<file path="config.mk">
export PLATFORM = sky130hd
export DESIGN_NAME = integer_to_fixed_point_flat
export DESIGN_NICKNAME = d
export VERILOG_FILES = /design/src/rtl/fixed_point_pkg.sv /design/src/rtl/integer_to_fixed_point_if.sv /design/src/rtl/fp_restoring_div_step.sv /design/src/rtl/integer_to_fixed_point.sv /design/src/flat_wrapper.sv
export SDC_FILE = /design/constraint.sdc
export NUM_CORES = 1
export LEC_CHECK = 0
export CAP_MARGIN = 20
export CORE_MARGIN = 2
export CORE_UTILIZATION = 45
export DETAILED_ROUTE_END_ITERATION = 7
export DONT_BUFFER_PORTS = 1
export PLACE_DENSITY = 0.64
export SLEW_MARGIN = 30
export SYNTH_ARGS = -nofsm -noshare
export SYNTH_HDL_FRONTEND = slang
export SYNTH_SLANG_ARGS = --single-unit
</file>
<file path="constraint.sdc">
create_clock -name clock -period 4.3 [get_ports clock]
set_input_delay 0.645 -clock clock [delete_from_list [all_inputs] [get_ports clock]]
set_output_delay 0.645 -clock clock [all_outputs]
set_load 0.03 [all_outputs]
</file>
<file path="src/rtl/fixed_point_pkg.sv">
// Shared constants and FSM encoding for the fixed-point converters.
// Word layout: sign | integer magnitude | fraction (sign-magnitude).
package fixed_point_pkg;

   localparam int INT_BITS  = 15;
   localparam int FRAC_BITS = 16;
   localparam int DEN_WIDTH = 32;

   localparam int WORD_W   = 1 + INT_BITS + FRAC_BITS;
   localparam int SIGN_BIT = WORD_W - 1;
   localparam int INT_LSB  = FRAC_BITS;
   localparam int INT_MSB  = FRAC_BITS + INT_BITS - 1;

   typedef enum logic [1:0] {
      ST_IDLE,
      ST_DIV,
      ST_ROUND,
      ST_DONE
   } state_t;

endpackage

</file>
<file path="src/rtl/integer_to_fixed_point_if.sv">
// Request/response bundle of the integer-to-fixed-point converter.
// master drives requests and consumes results; slave is the converter.
interface integer_to_fixed_point_if #(
   parameter int INT_BITS  = fixed_point_pkg::INT_BITS,
   parameter int FRAC_BITS = fixed_point_pkg::FRAC_BITS,
   parameter int DEN_WIDTH = fixed_point_pkg::DEN_WIDTH
);

   logic                          in_valid;
   logic                          in_ready;
   logic                          in_sign;
   logic [INT_BITS-1:0]           in_int;
   logic [DEN_WIDTH-1:0]          in_num;
   logic [DEN_WIDTH-1:0]          in_den;
   logic                          out_valid;
   logic                          out_ready;
   logic [INT_BITS+FRAC_BITS:0]   out_data;
   logic                          out_error;

   modport master (
      output in_valid, in_sign, in_int, in_num, in_den, out_ready,
      input  in_ready, out_valid, out_data, out_error
   );

   modport slave (
      input  in_valid, in_sign, in_int, in_num, in_den, out_ready,
      output in_ready, out_valid, out_data, out_error
   );

endinterface

</file>
<file path="src/rtl/fp_restoring_div_step.sv">
// One restoring-division iteration: shift, compare, conditional subtract.
// Remainder is always below den, so the shifted value never loses bits.
module fp_restoring_div_step #(
   parameter int DEN_WIDTH = 32
) (
   input  logic [DEN_WIDTH-1:0] rem,
   input  logic [DEN_WIDTH-1:0] den,
   output logic [DEN_WIDTH-1:0] rem_next,
   output logic                 q_bit
);

   logic [DEN_WIDTH:0] rem2;
   logic [DEN_WIDTH:0] diff;

   // compare the doubled remainder against den and restore on underflow
   always_comb begin
      rem2     = {rem, 1'b0};
      diff     = rem2 - {1'b0, den};
      q_bit    = (rem2 >= {1'b0, den});
      rem_next = q_bit ? diff[DEN_WIDTH-1:0] : rem2[DEN_WIDTH-1:0];
   end

endmodule

</file>
<file path="src/rtl/integer_to_fixed_point.sv">
// Builds a sign-magnitude fixed-point word from sign, integer and num/den.
// Fraction bits come from restoring division plus one round bit.
module integer_to_fixed_point
   import fixed_point_pkg::state_t;
   import fixed_point_pkg::ST_IDLE;
   import fixed_point_pkg::ST_DIV;
   import fixed_point_pkg::ST_ROUND;
   import fixed_point_pkg::ST_DONE;
#(
   parameter int INT_BITS  = fixed_point_pkg::INT_BITS,
   parameter int FRAC_BITS = fixed_point_pkg::FRAC_BITS,
   parameter int DEN_WIDTH = fixed_point_pkg::DEN_WIDTH
) (
   input logic                      clock,
   input logic                      reset,
   integer_to_fixed_point_if.slave  bus
);

   localparam int WORD_W = 1 + INT_BITS + FRAC_BITS;
   localparam int CNT_W  = $clog2(FRAC_BITS + 1);
   localparam logic [CNT_W-1:0] LAST_IT = CNT_W'(FRAC_BITS);

   state_t                 state;
   logic [DEN_WIDTH-1:0]   rem_q;
   logic [DEN_WIDTH-1:0]   den_q;
   logic [FRAC_BITS:0]     quot_q;
   logic [CNT_W-1:0]       cnt_q;
   logic                   sign_q;
   logic [INT_BITS-1:0]    int_q;
   logic                   in_ready_q;
   logic                   out_valid_q;
   logic [WORD_W-1:0]      out_data_q;
   logic                   out_error_q;

   logic [DEN_WIDTH-1:0]   rem_next;
   logic                   q_bit;

   logic [FRAC_BITS:0]     frac_sum;
   logic [INT_BITS:0]      int_sum;
   logic                   sat;
   logic [WORD_W-2:0]      mag;
   logic                   rnd_sign;

   assign bus.in_ready  = in_ready_q;
   assign bus.out_valid = out_valid_q;
   assign bus.out_data  = out_data_q;
   assign bus.out_error = out_error_q;

   fp_restoring_div_step #(
      .DEN_WIDTH (DEN_WIDTH)
   ) u_step (
      .rem      (rem_q),
      .den      (den_q),
      .rem_next (rem_next),
      .q_bit    (q_bit)
   );

   // round half up on the magnitude, carry into integer, saturate on wrap
   always_comb begin
      frac_sum = {1'b0, quot_q[FRAC_BITS:1]}
               + {{FRAC_BITS{1'b0}}, quot_q[0]};
      int_sum  = {1'b0, int_q}
               + {{INT_BITS{1'b0}}, frac_sum[FRAC_BITS]};
      sat      = int_sum[INT_BITS];
      mag      = sat ? '1
               : {int_sum[INT_BITS-1:0], frac_sum[FRAC_BITS-1:0]};
      rnd_sign = sign_q && (mag != '0);
   end

   // request/divide/round/present sequencer with registered outputs
   always_ff @(posedge clock or posedge reset) begin
      if (reset) begin
         state       <= ST_IDLE;
         rem_q       <= '0;
         den_q       <= '0;
         quot_q      <= '0;
         cnt_q       <= '0;
         sign_q      <= 1'b0;
         int_q       <= '0;
         in_ready_q  <= 1'b1;
         out_valid_q <= 1'b0;
         out_data_q  <= '0;
         out_error_q <= 1'b0;
      end else begin
         unique case (state)
            ST_IDLE: begin
               if (bus.in_valid && in_ready_q) begin
                  sign_q     <= bus.in_sign;
                  int_q      <= bus.in_int;
                  den_q      <= bus.in_den;
                  rem_q      <= bus.in_num;
                  quot_q     <= '0;
                  cnt_q      <= '0;
                  in_ready_q <= 1'b0;
                  if (bus.in_den == '0 || bus.in_num >= bus.in_den) begin
                     out_data_q  <= '0;
                     out_error_q <= 1'b1;
                     state       <= ST_DONE;
                  end else begin
                     state <= ST_DIV;
                  end
               end
            end
            ST_DIV: begin
               rem_q  <= rem_next;
               quot_q <= {quot_q[FRAC_BITS-1:0], q_bit};
               cnt_q  <= cnt_q + 1'b1;
               if (cnt_q == LAST_IT)
                  state <= ST_ROUND;
            end
            ST_ROUND: begin
               out_data_q  <= {rnd_sign, mag};
               out_error_q <= sat;
               state       <= ST_DONE;
            end
            ST_DONE: begin
               if (!out_valid_q) begin
                  out_valid_q <= 1'b1;
               end else if (bus.out_ready) begin
                  out_valid_q <= 1'b0;
                  in_ready_q  <= 1'b1;
                  state       <= ST_IDLE;
               end
            end
            default: state <= ST_IDLE;
         endcase
      end
   end

endmodule
</file>
<file path="src/flat_wrapper.sv">
// flat-port wrapper written by rule: the top's interface ports become plain ports
module integer_to_fixed_point_flat import fixed_point_pkg::state_t; import fixed_point_pkg::ST_IDLE; import fixed_point_pkg::ST_DIV; import fixed_point_pkg::ST_ROUND; import fixed_point_pkg::ST_DONE;
#(
   parameter int INT_BITS  = fixed_point_pkg::INT_BITS,
   parameter int FRAC_BITS = fixed_point_pkg::FRAC_BITS,
   parameter int DEN_WIDTH = fixed_point_pkg::DEN_WIDTH
)
  (clock, reset, bus_in_valid, bus_in_sign, bus_in_int, bus_in_num, bus_in_den, bus_out_ready, bus_in_ready, bus_out_valid, bus_out_data, bus_out_error);
  integer_to_fixed_point_if #(.INT_BITS(INT_BITS), .FRAC_BITS(FRAC_BITS), .DEN_WIDTH(DEN_WIDTH)) bus_i ();
  input logic clock;
  input logic reset;
  input wire logic [$bits(bus_i.in_valid)-1:0] bus_in_valid;
  input wire logic [$bits(bus_i.in_sign)-1:0] bus_in_sign;
  input wire logic [$bits(bus_i.in_int)-1:0] bus_in_int;
  input wire logic [$bits(bus_i.in_num)-1:0] bus_in_num;
  input wire logic [$bits(bus_i.in_den)-1:0] bus_in_den;
  input wire logic [$bits(bus_i.out_ready)-1:0] bus_out_ready;
  output wire logic [$bits(bus_i.in_ready)-1:0] bus_in_ready;
  output wire logic [$bits(bus_i.out_valid)-1:0] bus_out_valid;
  output wire logic [$bits(bus_i.out_data)-1:0] bus_out_data;
  output wire logic [$bits(bus_i.out_error)-1:0] bus_out_error;
  assign bus_i.in_valid = bus_in_valid;
  assign bus_i.in_sign = bus_in_sign;
  assign bus_i.in_int = bus_in_int;
  assign bus_i.in_num = bus_in_num;
  assign bus_i.in_den = bus_in_den;
  assign bus_i.out_ready = bus_out_ready;
  assign bus_in_ready = bus_i.in_ready;
  assign bus_out_valid = bus_i.out_valid;
  assign bus_out_data = bus_i.out_data;
  assign bus_out_error = bus_i.out_error;
  integer_to_fixed_point #(.INT_BITS(INT_BITS), .FRAC_BITS(FRAC_BITS), .DEN_WIDTH(DEN_WIDTH)) u_core (.clock(clock), .reset(reset), .bus(bus_i));
endmodule
</file>
==> results.sh <==
export IMPL_skew_ns=0.01278
export IMPL_rsz0062_at_grt="false"
export IMPL_drv_slew=0
export IMPL_die_h_um=148.4
export IMPL_syn_nets=1241
export IMPL_worst_pin_slew_ns=0.9006
export IMPL_nFillCells=1939
export IMPL_cpMostUsedCell="ha_1"
export IMPL_clockPowerShare_pct=17.0
export IMPL_slew_headroom_pct=39.40
export IMPL_num_vias=7571
export IMPL_grt_pass1_wl_mm=38.59
export IMPL_grt_total_usage_pct=21.80
export IMPL_io_pins=119
export IMPL_outcome="complete, no violations"
export IMPL_synthArstFlopShare_pct=100.0
export IMPL_syn_to_final_growth_pct=9.185
export IMPL_leakage_nw=4.812
export IMPL_wl_per_cell_um=17.30
export IMPL_critPathKind="reg -> reg"
export IMPL_post_cts_buffers=0
export IMPL_setup_tns_ns=0
export IMPL_max_cap_violations=0
export IMPL_clock_latency_ns=0.44
export IMPL_numCtsBuffers=17
export IMPL_setup_violations=0
export IMPL_switching_power_mw=4.276
export IMPL_grt_max_degree=140
export IMPL_rows=52
export IMPL_cts_sinks=139
export IMPL_dieArea_sq_um=22030
export IMPL_ys_types=60
export IMPL_ys_warn_count=0
export IMPL_die_x_um=148.4
export IMPL_synth_area_leader_cell="dfrtp_1"
export IMPL_path_cells="ha_1 -> ha_1 -> nand3_1 -> nor2_1 -> and3_1 -> ha_1 -> ha_1 -> nand2_1 -> nor2_1 -> nand2_1 -> or3_1 -> xnor2_1 -> nor4_1 -> and3_1 -> a21oi_1 -> mux2_2"
export IMPL_fin_util_pct=50.32
export IMPL_gp_congestion=0.8844
export IMPL_first_pass_iters=5
export IMPL_ant_nets=0
export IMPL_combPwrFrac_pct=54.8
export IMPL_wl_mm=23.14
export IMPL_viasPerCell=5.658
export IMPL_fin_nets=1214
export IMPL_drive_gt1_share_pct=7.210
export IMPL_cp_end_kind="flop"
export IMPL_synth_seq_cells=139
export IMPL_ys_top_cells_by_area="dfrtp_1 (37%), ha_1 (9.9%), o21ai_0 (5.3%)"
export IMPL_finalHoldViolCount=0
export IMPL_multi_input_area_sq_um=5275
export IMPL_core_sq_um=20360
export IMPL_clock_path_buffers=2
export IMPL_drc=0
export IMPL_seqCellArea_sq_um=3480
export IMPL_first_iter_violations=404
export IMPL_synthCells=1082
export IMPL_postCtsHoldBufs=0
export IMPL_dp_hpwl_mm=16.91
export IMPL_ys_seq_area_share_pct=37.08
export IMPL_hold_path_class="in -> async"
export IMPL_reg2reg_from="u_core.quot_q[1]"
export IMPL_tritoncts="done"
export IMPL_port_buffers=0
export IMPL_antenna_found_initial=0
export IMPL_period_share_pct=90.69
export IMPL_p_sw_share_pct=46.78
export IMPL_arrival_ns=4.22
export IMPL_peakVddDrop_uv=460.9
export IMPL_place_area_sq_um=9632
export IMPL_period_needed_ns=3.900
export IMPL_synth_top_area_share_pct=36.80
export IMPL_grt_pass1_vias=7607
export IMPL_cpPeakStageDelay_ns=0.37
export IMPL_seq_power_share_pct=28.2
export IMPL_p_int_mw=4.865
export IMPL_cts_root_buffer="clkbuf_16"
export IMPL_cp_startpoint="u_core.quot_q[1]"
export IMPL_worstPathMaxFanout=5
export IMPL_synth_edf_count=0
export IMPL_fin_total_pwr_mw=9.140
export IMPL_htree_num_levels=4
export IMPL_antennaDiodeCount=0
export IMPL_synth_area_sq_um=9385
export IMPL_clkTransAtPathRegs_ns=0.06
export IMPL_overflow=0
export IMPL_crit_required_ns=4.62
export IMPL_syn_avg_cell_area_sq_um=8.674
export IMPL_crit_path_start_kind="flop"
export IMPL_pwr_density_cell_nw_per_um2=892.0
export IMPL_start_util_pct=46.09
export IMPL_ctsResizeCount=0
export IMPL_cp_slowest_cell="dfrtp_1"
export IMPL_synthFlopType="dfrtp_1"
export IMPL_fmax_mhz=256.4
export IMPL_final_area_sq_um=10250
-- kinds of logic after synthesis --
group | synth area share [%]
and+or+nand+nor | 13.75
xor gates and xnor gates | 5.413
DFF | 37.08
AOI/OAI and AO/OA | 18.93
buffers and inverters | 6.999
adders and majority gates | 10.08
muxes | 7.759
-- flip-flops by register name (all words and copies together), names as in the netlist --
signal,flops
u_core.state,2
u_core.bus.out_error,1
u_core.cnt_q,5
u_core.den_q,32
u_core.rem_q,32
u_core.sign_q,1
u_core.int_q,15
u_core.bus.out_data,32
u_core.bus.in_ready,1
u_core.quot_q,17
u_core.bus.out_valid,1
-- through the flow --
step / instances / hold slack [ns] / setup WS (ns)
floorplan: 1082 / 0.4498 / 0.9267
global placement: 1306 / 0.4612 / 0.5934
detailed placement: 1306 / 0.4710 / 0.4775
CTS: 1338 / 0.3447 / 0.4638
global route: 1338 / 0.3422 / 0.07275
finish: 1338 / 0.3163 / 0.4005
-- power groups by stage --
| stage | Clock [mW] | Combinational (mW) | Sequential, mW |
|---|---|---|---|
| 2_1_floorplan | 0 | 4.07 | 2.40 |
| 3_3_place_gp | 0 | 4.93 | 2.58 |
| 3_5_place_dp | 0 | 4.97 | 2.59 |
| 4_1_cts | 1.58 | 5.02 | 2.58 |
| 5_1_grt | 1.63 | 5.66 | 2.66 |
| 6_report | 1.55 | 5.01 | 2.58 |
-- routing by layer --
layer  global-route usage (%)  share of wire (%)
met5                        0                  0
met4                    8.762                2.8
met3                    4.724                5.6
met2                    36.25                 48
met1                    27.73                 44
-- synthesized netlist by cell type (all sizes together), types with 3 or more instances --
library cell	count
or2	3
nand4	16
a22o	14
o21ai	103
or3	8
clkbuf	50
nor3	11
xnor2	29
o21a	7
o21bai	4
a31oi	11
nor4	15
o211ai	9
mux2	22
nor2b	8
buf	8
and3	11
nand3	28
o31ai	3
nand2	105
mux2i	48
inv	111
xor2	29
nor2	60
a21o	22
a211o	3
ha	74
dfrtp	138
a21oi	79
nand2b	3
o22ai	16
-- placed cells by master (no fill, tap or decap), types with 4 or more instances in the layout --
master     instances
dfrtp_1          138
inv_1            110
nand2_1          104
o21ai_0           99
a21oi_1           78
ha_1              74
nor2_1            60
mux2i_1           48
xor2_1            29
xnor2_1           29
nand3_1           27
a21o_1            22
mux2_2            22
clkbuf_16         17
nand4_1           16
o22ai_1           16
nor4_1            15
a22o_1            14
a31oi_1           11
and3_1            11
nor3_1            10
buf_4             10
o211ai_1           9
or3_1              8
nor2b_1            8
o21a_1             7
inv_8              5
o21bai_1           4
inv_6              4
-- final cells by class --
| type | instances | area share [%] |
|---|---|---|
| Clock buffer | 18 | 4.286 |
| Inverter | 112 | 4.139 |
| Timing Repair Buffer | 12 | 1.123 |
| Clock inverter | 14 | 1.722 |
| Sequential cell | 139 | 33.96 |
| Tap cell | 270 | 3.297 |
| Multi-Input combinational cell | 773 | 51.48 |
-- critical path: cells and delay by family (launching register included) --
family,cells,cell delay [ns]
mux,1,0.28
xor+xnor,1,0.15
compound gates,1,0.07
fa+ha+maj,4,0.91
simple gates,9,2.02
flops,1,0.37
-- path summary, 6_finish.rpt --
kind / to / slack [ns] / depth (start not counted)
min reg2reg: u_core.den_q[19] / 0.48 / 2
max: u_core.bus.out_data[31] / 0.40 / 16
max reg2reg: u_core.bus.out_data[31] / 0.40 / 16
min in group clock: u_core.int_q[8] / 0.35 / 1
max in group asynchronous: u_core.bus.out_data[26] / 3.48 / 2
min: u_core.den_q[6] / 0.32 / 2
(Power assumes the default switching activity.)
